--- src/rtl/serial_subtractor.sv ---
// serial_subtractor: bit-serial unsigned subtractor, diff = a - b (mod 2^WIDTH).
// One bit per clock, LSB first, through two borrow-chained half-subtractor cells.
// diff/borrow are only updated when the last bit is processed, so they never
// expose partial results.
//
//   state | meaning
//   ------+----------------------------------------------------
//   IDLE  | waiting for start
//   SHIFT | one operand bit processed per clock (WIDTH clocks)
//   DONE  | one-cycle done pulse; start here begins a new op

module serial_subtractor #(
    parameter int WIDTH = 8
) (
    input  logic             clk,
    input  logic             rst,
    input  logic             start,
    input  logic [WIDTH-1:0] a,
    input  logic [WIDTH-1:0] b,
    output logic             busy,
    output logic             done,
    output logic [WIDTH-1:0] diff,
    output logic             borrow
);

    localparam int CNT_W = (WIDTH > 1) ? $clog2(WIDTH) : 1;
    localparam logic [CNT_W-1:0] CNT_LAST = CNT_W'(WIDTH - 1);

    typedef enum logic [1:0] {
        IDLE  = 2'd0,
        SHIFT = 2'd1,
        DONE  = 2'd2
    } state_t;

    state_t state, state_nxt;

    logic [WIDTH-1:0] a_sr;
    logic [WIDTH-1:0] b_sr;
    logic [WIDTH-1:0] res_sr;
    logic             bor_ff;
    logic [CNT_W-1:0] cnt;

    logic a0, b0, d1, br1, d, br2, bout;
    logic accept, last;
    logic [WIDTH-1:0] res_next;

    // Two half-subtractor cells chained through the borrow flop.
    always_comb begin
        a0       = a_sr[0];
        b0       = b_sr[0];
        d1       = a0 ^ b0;
        br1      = ~a0 & b0;
        d        = d1 ^ bor_ff;
        br2      = ~d1 & bor_ff;
        bout     = br1 | br2;
        res_next = {d, res_sr[WIDTH-1:1]};
        accept   = start && ((state == IDLE) || (state == DONE));
        last     = (state == SHIFT) && (cnt == CNT_LAST);
    end

    // State register.
    always_ff @(posedge clk or posedge rst) begin
        if (rst) state <= IDLE;
        else     state <= state_nxt;
    end

    // Next-state logic; start is only honoured in IDLE or DONE.
    always_comb begin
        state_nxt = state;
        case (state)
            IDLE:    if (accept) state_nxt = SHIFT;
            SHIFT:   if (last)   state_nxt = DONE;
            DONE:    state_nxt = accept ? SHIFT : IDLE;
            default: state_nxt = IDLE;
        endcase
    end

    assign busy = (state == SHIFT);
    assign done = (state == DONE);

    // Operand/result shifting, borrow chain, bit counter and result capture.
    always_ff @(posedge clk or posedge rst) begin
        if (rst) begin
            a_sr   <= '0;
            b_sr   <= '0;
            res_sr <= '0;
            bor_ff <= 1'b0;
            cnt    <= '0;
            diff   <= '0;
            borrow <= 1'b0;
        end else if (accept) begin
            a_sr   <= a;
            b_sr   <= b;
            bor_ff <= 1'b0;
            cnt    <= '0;
        end else if (state == SHIFT) begin
            a_sr   <= a_sr >> 1;
            b_sr   <= b_sr >> 1;
            res_sr <= res_next;
            bor_ff <= bout;
            cnt    <= cnt + CNT_W'(1);
            if (last) begin
                diff   <= res_next;
                borrow <= bout;
            end
        end
    end

endmodule

--- config.mk ---
export PLATFORM = sky130hd
export DESIGN_NAME = serial_subtractor
export DESIGN_NICKNAME = d
export VERILOG_FILES = /design/src/rtl/serial_subtractor.sv
export SDC_FILE = /design/constraint.sdc
export NUM_CORES = 1
export LEC_CHECK = 0
export CAP_MARGIN = 40
export CORE_UTILIZATION = 25
export DETAILED_ROUTE_END_ITERATION = 10
export HOLD_SLACK_MARGIN = 0.12
export SLEW_MARGIN = 20
export SYNTH_ARGS = -nofsm -noshare
export SYNTH_HDL_FRONTEND = slang
export SYNTH_SLANG_ARGS = --single-unit
export TNS_END_PERCENT = 20
--- constraint.sdc ---
create_clock -name clk -period 2.2 [get_ports clk]
set_input_delay 0.44 -clock clk [delete_from_list [all_inputs] [get_ports clk]]
set_output_delay 0.44 -clock clk [all_outputs]
set_load 0.1 [all_outputs]
== Word level (Yosys, flattened, before mapping) ==
Cells that the tools add are included.

* Register bits: 39
* Bits in latches: 0
* RAM bits: 0
* Memory bits (read-only): 0
* Bits of input ports: 19
* Output and inout port bits: 11
* Logic and storage cells: 42
* Memories kept: 0

* $add $sub $neg: 1
* Multipliers: 0
* Divide/modulo/power cells: 0
* $lt $le $gt $ge: 0
* Equality and inequality tests: 5
* Shift-type cells: 0
* Mux-type cells: 12
* Bitwise operators: 8
* Reductions and logical operators: 8

{| class="wikitable"
|+ Operators with widths
! cell !! number
|-
| $mux W8 || 4
|-
| $mux W3 || 2
|-
| $pmux W2 S3 || 1
|-
| $mux W2 || 2
|-
| $reduce_and A2 Y1 || 2
|-
| $add A3 B1 Y3 const B || 1
|-
| $eq A3 B3 Y1 const B || 1
|-
| $mux W1 || 3
|-
| $not A1 Y1 || 3
|-
| $reduce_and A3 Y1 || 1
|-
| $and A1 B1 Y1 || 2
|-
| $eq A2 B1 Y1 const B || 1
|-
| $eq A2 B2 Y1 const B || 1
|-
| $logic_and A1 B1 Y1 || 2
|-
| $logic_not A2 Y1 || 1
|-
| $ne A2 B1 Y1 const B || 1
|-
| $ne A2 B2 Y1 const B || 1
|-
| $reduce_bool A2 Y1 || 1
|-
| $xor A1 B1 Y1 || 2
|-
| $logic_or A1 B1 Y1 || 1
|-
| $or A1 B1 Y1 || 1
|}

== Depth between registers and ports, before layout ==
* Word-level depth: 6
* Mapped depth: 6
* Gate-level depth less buffers: 5

== Least setup slack after synthesis ==
OpenSTA, ideal clock, no wires.

* Path type: register to output
* Start: reg state[0]
* End: out done
* Arrival: 1.880 ns
* Data required time: 1.760 ns
* Setup slack: -0.120 ns
* Cell stages (with the launch flop): 3
* Buffers on the path: 1
* Cells stage by stage: dfrtp_1 -> buf_4 -> nor2b_1

* Longest elaborated chain between the ends: 1

{| class="wikitable"
|+ Ends and longest elaborated chain
! element !! line !! RTL
|-
| start, declared || 35 || <nowiki>state_t state, state_nxt;</nowiki>
|-
| start signal, assigned || 64 || <nowiki>else state <= state_nxt;</nowiki>
|-
| $eq A2 B2 Y1 || 79 || <nowiki>assign done = (state == DONE);</nowiki>
|-
| end, declared || 21 || <nowiki>output logic done,</nowiki>
|}

No other way between the ends.

== Worst setup path in the final report ==
* Start: reg state[1]
* End: out busy

* Longest elaborated chain between the ends: 1

{| class="wikitable"
|+ Ends and longest elaborated chain
! element !! line !! RTL
|-
| $eq A2 B1 Y1 || 78 || <nowiki>assign busy = (state == SHIFT);</nowiki>
|-
| end, declared || 20 || <nowiki>output logic busy,</nowiki>
|}

No other way between the ends.

==> flow_summary.toml <==
[drt]
wirelength_um = 3320
ant_nets = 0
wl_per_cell_um = 12.6
drt_iter0_markers = 30
viasPerCell = 4.56
vias = 1199
dr.pass1.iters = 4
drcViolationCount = 0

[placement]
dp.final_hpwl_um = 2180
port-buffer-count = 29
gp_congestion = 0.682
dpl-instance-area_um2 = 2090
place_inst = 256
post-place-ws_ns = 0.519

[cells_and_area]
layoutNonFillerInstCount = 263
drive_gt1_share_pct = 18.8
final_area_um2 = 2160
nets = 208
syn2layout_area_growth_pct = 25.7
fillers = 653
antenna_cells = 0

[synthesis]
synth_nets = 175
ys_async_sr_fraction_pct = 100
synthTopCellsByArea = "dfrtp_1 55%, mux2_4 6.1%, nand2_1 5.0%"
synth_edf_count = 0
synth-seq-cells = 38
seq_area_frac_synth_pct = 55.2
synth-xor-area-share_pct = 0.509
synth_ff_type = "dfrtp_1"
synthMuxAreaShare_pct = 10.9
synth_top_family_by_area = "simple AND/OR/NAND/NOR gates"
yosys-top-cells-count = "38 x dfrtp_1, 23 x nand2_1, 10 x nor2_1"
synth-simple-area-share_pct = 14.7
netlist_area_um2 = 1720
synth_most_common_cell = "dfrtp_1"
synth_compound_area_share_pct = 10.7
syn_inst = 153
synth_top_area_share_pct = 55.2
avgSynthCellArea_um2 = 11.3
synth.distinct_cells = 24
yosysTopAreaCell = "dfrtp_1"
synthAdderAreaFrac_pct = 2.62
synth_warnings = 0

[cts]
ctsHtreeMaxLevel = 2
tritoncts = "yes"
post_cts_buffers = 0
clkLatencyLatePin_ns = 0.29
clock_path_buffers = 2
cts_num_sinks = 38
holdBufCountCts = 0
cts_made_buffers = 5
clk_pin_slew_worst_paths_ns = 0.07
cts_resized = 0
cts_root_buf = "clkbuf_8"

[setup_path]
critPathLaunchType = "register"
reg2reg_slack_ns = 0.69
cp-end-kind = "output pin"
r2r-start = "cnt[0]"
crit_arrival_ns = 1.26
critPathMaxFanout = 18
r2r_end = "diff[6]"
critical_path_class = "reg -> out"
ff2ff_path_depth = 4
required_ns = 1.76

[floorplanning]
core_um2 = 6490
dieHeight_um = 85.0
die_area_um2 = 7220
initial_core_util_pct = 26.5
die_w_um = 85.0
rows = 29
ios = 30

[grt]
grt_max_degree = 39
met2_usage_pct = 14.6
grt_pass1_wl_um = 5640
use_met1_pct = 14.3
grt-busiest-layer = "met2"
grt_use_met3_pct = 3.31
overflow = 0
grt_antenna_before_repair = 0
track_usage_pct = 10.4
first_global_vias = 1134

[pwr]
p_seq_share_pct = 34.6
combPwrFrac_pct = 52.7
swShare_pct = 46.3
internal_power_mw = 1.91
switching_power_mw = 1.65
clkPwrFrac_pct = 12.7
leakagePower_nw = 0.984
p_per_area_nw_per_um2 = 1650
ir_drop_v = 0.000518

[sta]
fin_crit_sh_pct = 77.5
fin_setup_tns_ns = 0
max_slew_margin_pct = 67.0
setup_viol = 0
max_clock_freq_mhz = 587
maxSlewViolCount = 0
rsz0062_at_grt = "false"
fin_worst_skew_ns = 0.00277
finalHoldViolCount = 0
layout_setup_ws_ns = 0.495
worstMarginPinSlew_ns = 0.495
min_period_ns = 1.70

[run_status]
status = "finished clean"

[hold_path]
hold_end = "res_sr[1]"
whs_path_depth = 2
hp-class = "reg -> reg"
min_from = "res_sr[1]"

[job]
cap_viol_max_count = 0
==> sequential cells by signal, summed over array words and instances, names as in the netlist <==
signal,flops
a_sr,8
b_sr,8
bor_ff,1
borrow,1
cnt,3
diff,8
res_sr,7
state,2
==> metrics by stage <==
step | hold slack (ns) | util (%) | power (mW)
after global routing | 0.503 | 33.3 | 3.82
after detailed placement | 0.463 | 32.1 | 3.14
after CTS | 0.481 | 33.3 | 3.61
after global placement | 0.460 | 32.1 | 3.10
final | 0.474 | 33.3 | 3.56
after floorplan | 0.446 | - | 2.74
==> critical path, cell delays in order, from the launching register on <==
cell	delay, ns
dfrtp_1	0.38
nand2b_1	0.14
buf_4	0.20
inv_2	0.09
buf_12	0.17
==> worst max path at each step <==
| stage | from | depth (start not counted) | slack [ns] | endpoint |
|---|---|---|---|---|
| floorplan | state[0] | 2 | 0.41 | done |
| global placement | start | 5 | 0.56 | b_sr[0] |
| detailed placement | start | 5 | 0.52 | b_sr[1] |
| CTS | state[1] | 4 | 0.47 | busy |
| global route | state[1] | 3 | 0.42 | done |
| finish | state[1] | 4 | 0.50 | busy |
==> power by group through the flow <==
stage | registers, mW | clock network [mW] | logic [mW]
3_5_place_dp | 1.25 | 0 | 1.89
3_3_place_gp | 1.24 | 0 | 1.86
5_1_grt | 1.28 | 0.509 | 2.03
6_report | 1.23 | 0.451 | 1.88
4_1_cts | 1.24 | 0.479 | 1.90
2_1_floorplan | 1.78 | 0 | 0.962
==> logic make-up (layout without fill, tap and decap cells) <==
logic type,Yosys count,in the layout
compound gates,28,28
fa+ha+maj,3,3
flops,38,38
buf+inv,15,48
simple gates,53,53
mux,15,15
xor+xnor,1,1
==> placed cells by master (no fill, tap or decap), types with 6 or more instances in the layout <==
cell type / count
a211oi_1: 6
a21oi_1: 6
buf_4: 16
clkdlybuf4s50_1: 18
dfrtp_1: 38
mux2_4: 7
mux2i_1: 6
nand2_1: 23
nor2_1: 10
nor2b_1: 7
nor3_1: 8
o22ai_1: 8
==> layout make-up <==
class	instances	area (um2)	share of cell area [%]
sequential	38	951	44.0
tap	77	96.3	4.45
clock buffer	7	76.3	3.53
inverter	5	18.8	0.868
multi-input combinational	100	681	31.5
timing repair buffer	36	340	15.7
==> per-layer routing <==
layer  vias to the layer above  share of wire (%)
met5                         -                  0
met4                         0                2.1
met3                         6                5.0
met2                        34                 45
met1                       569                 48
li1                        590                  -
Note: power is estimated with default switching activity, not from simulation.
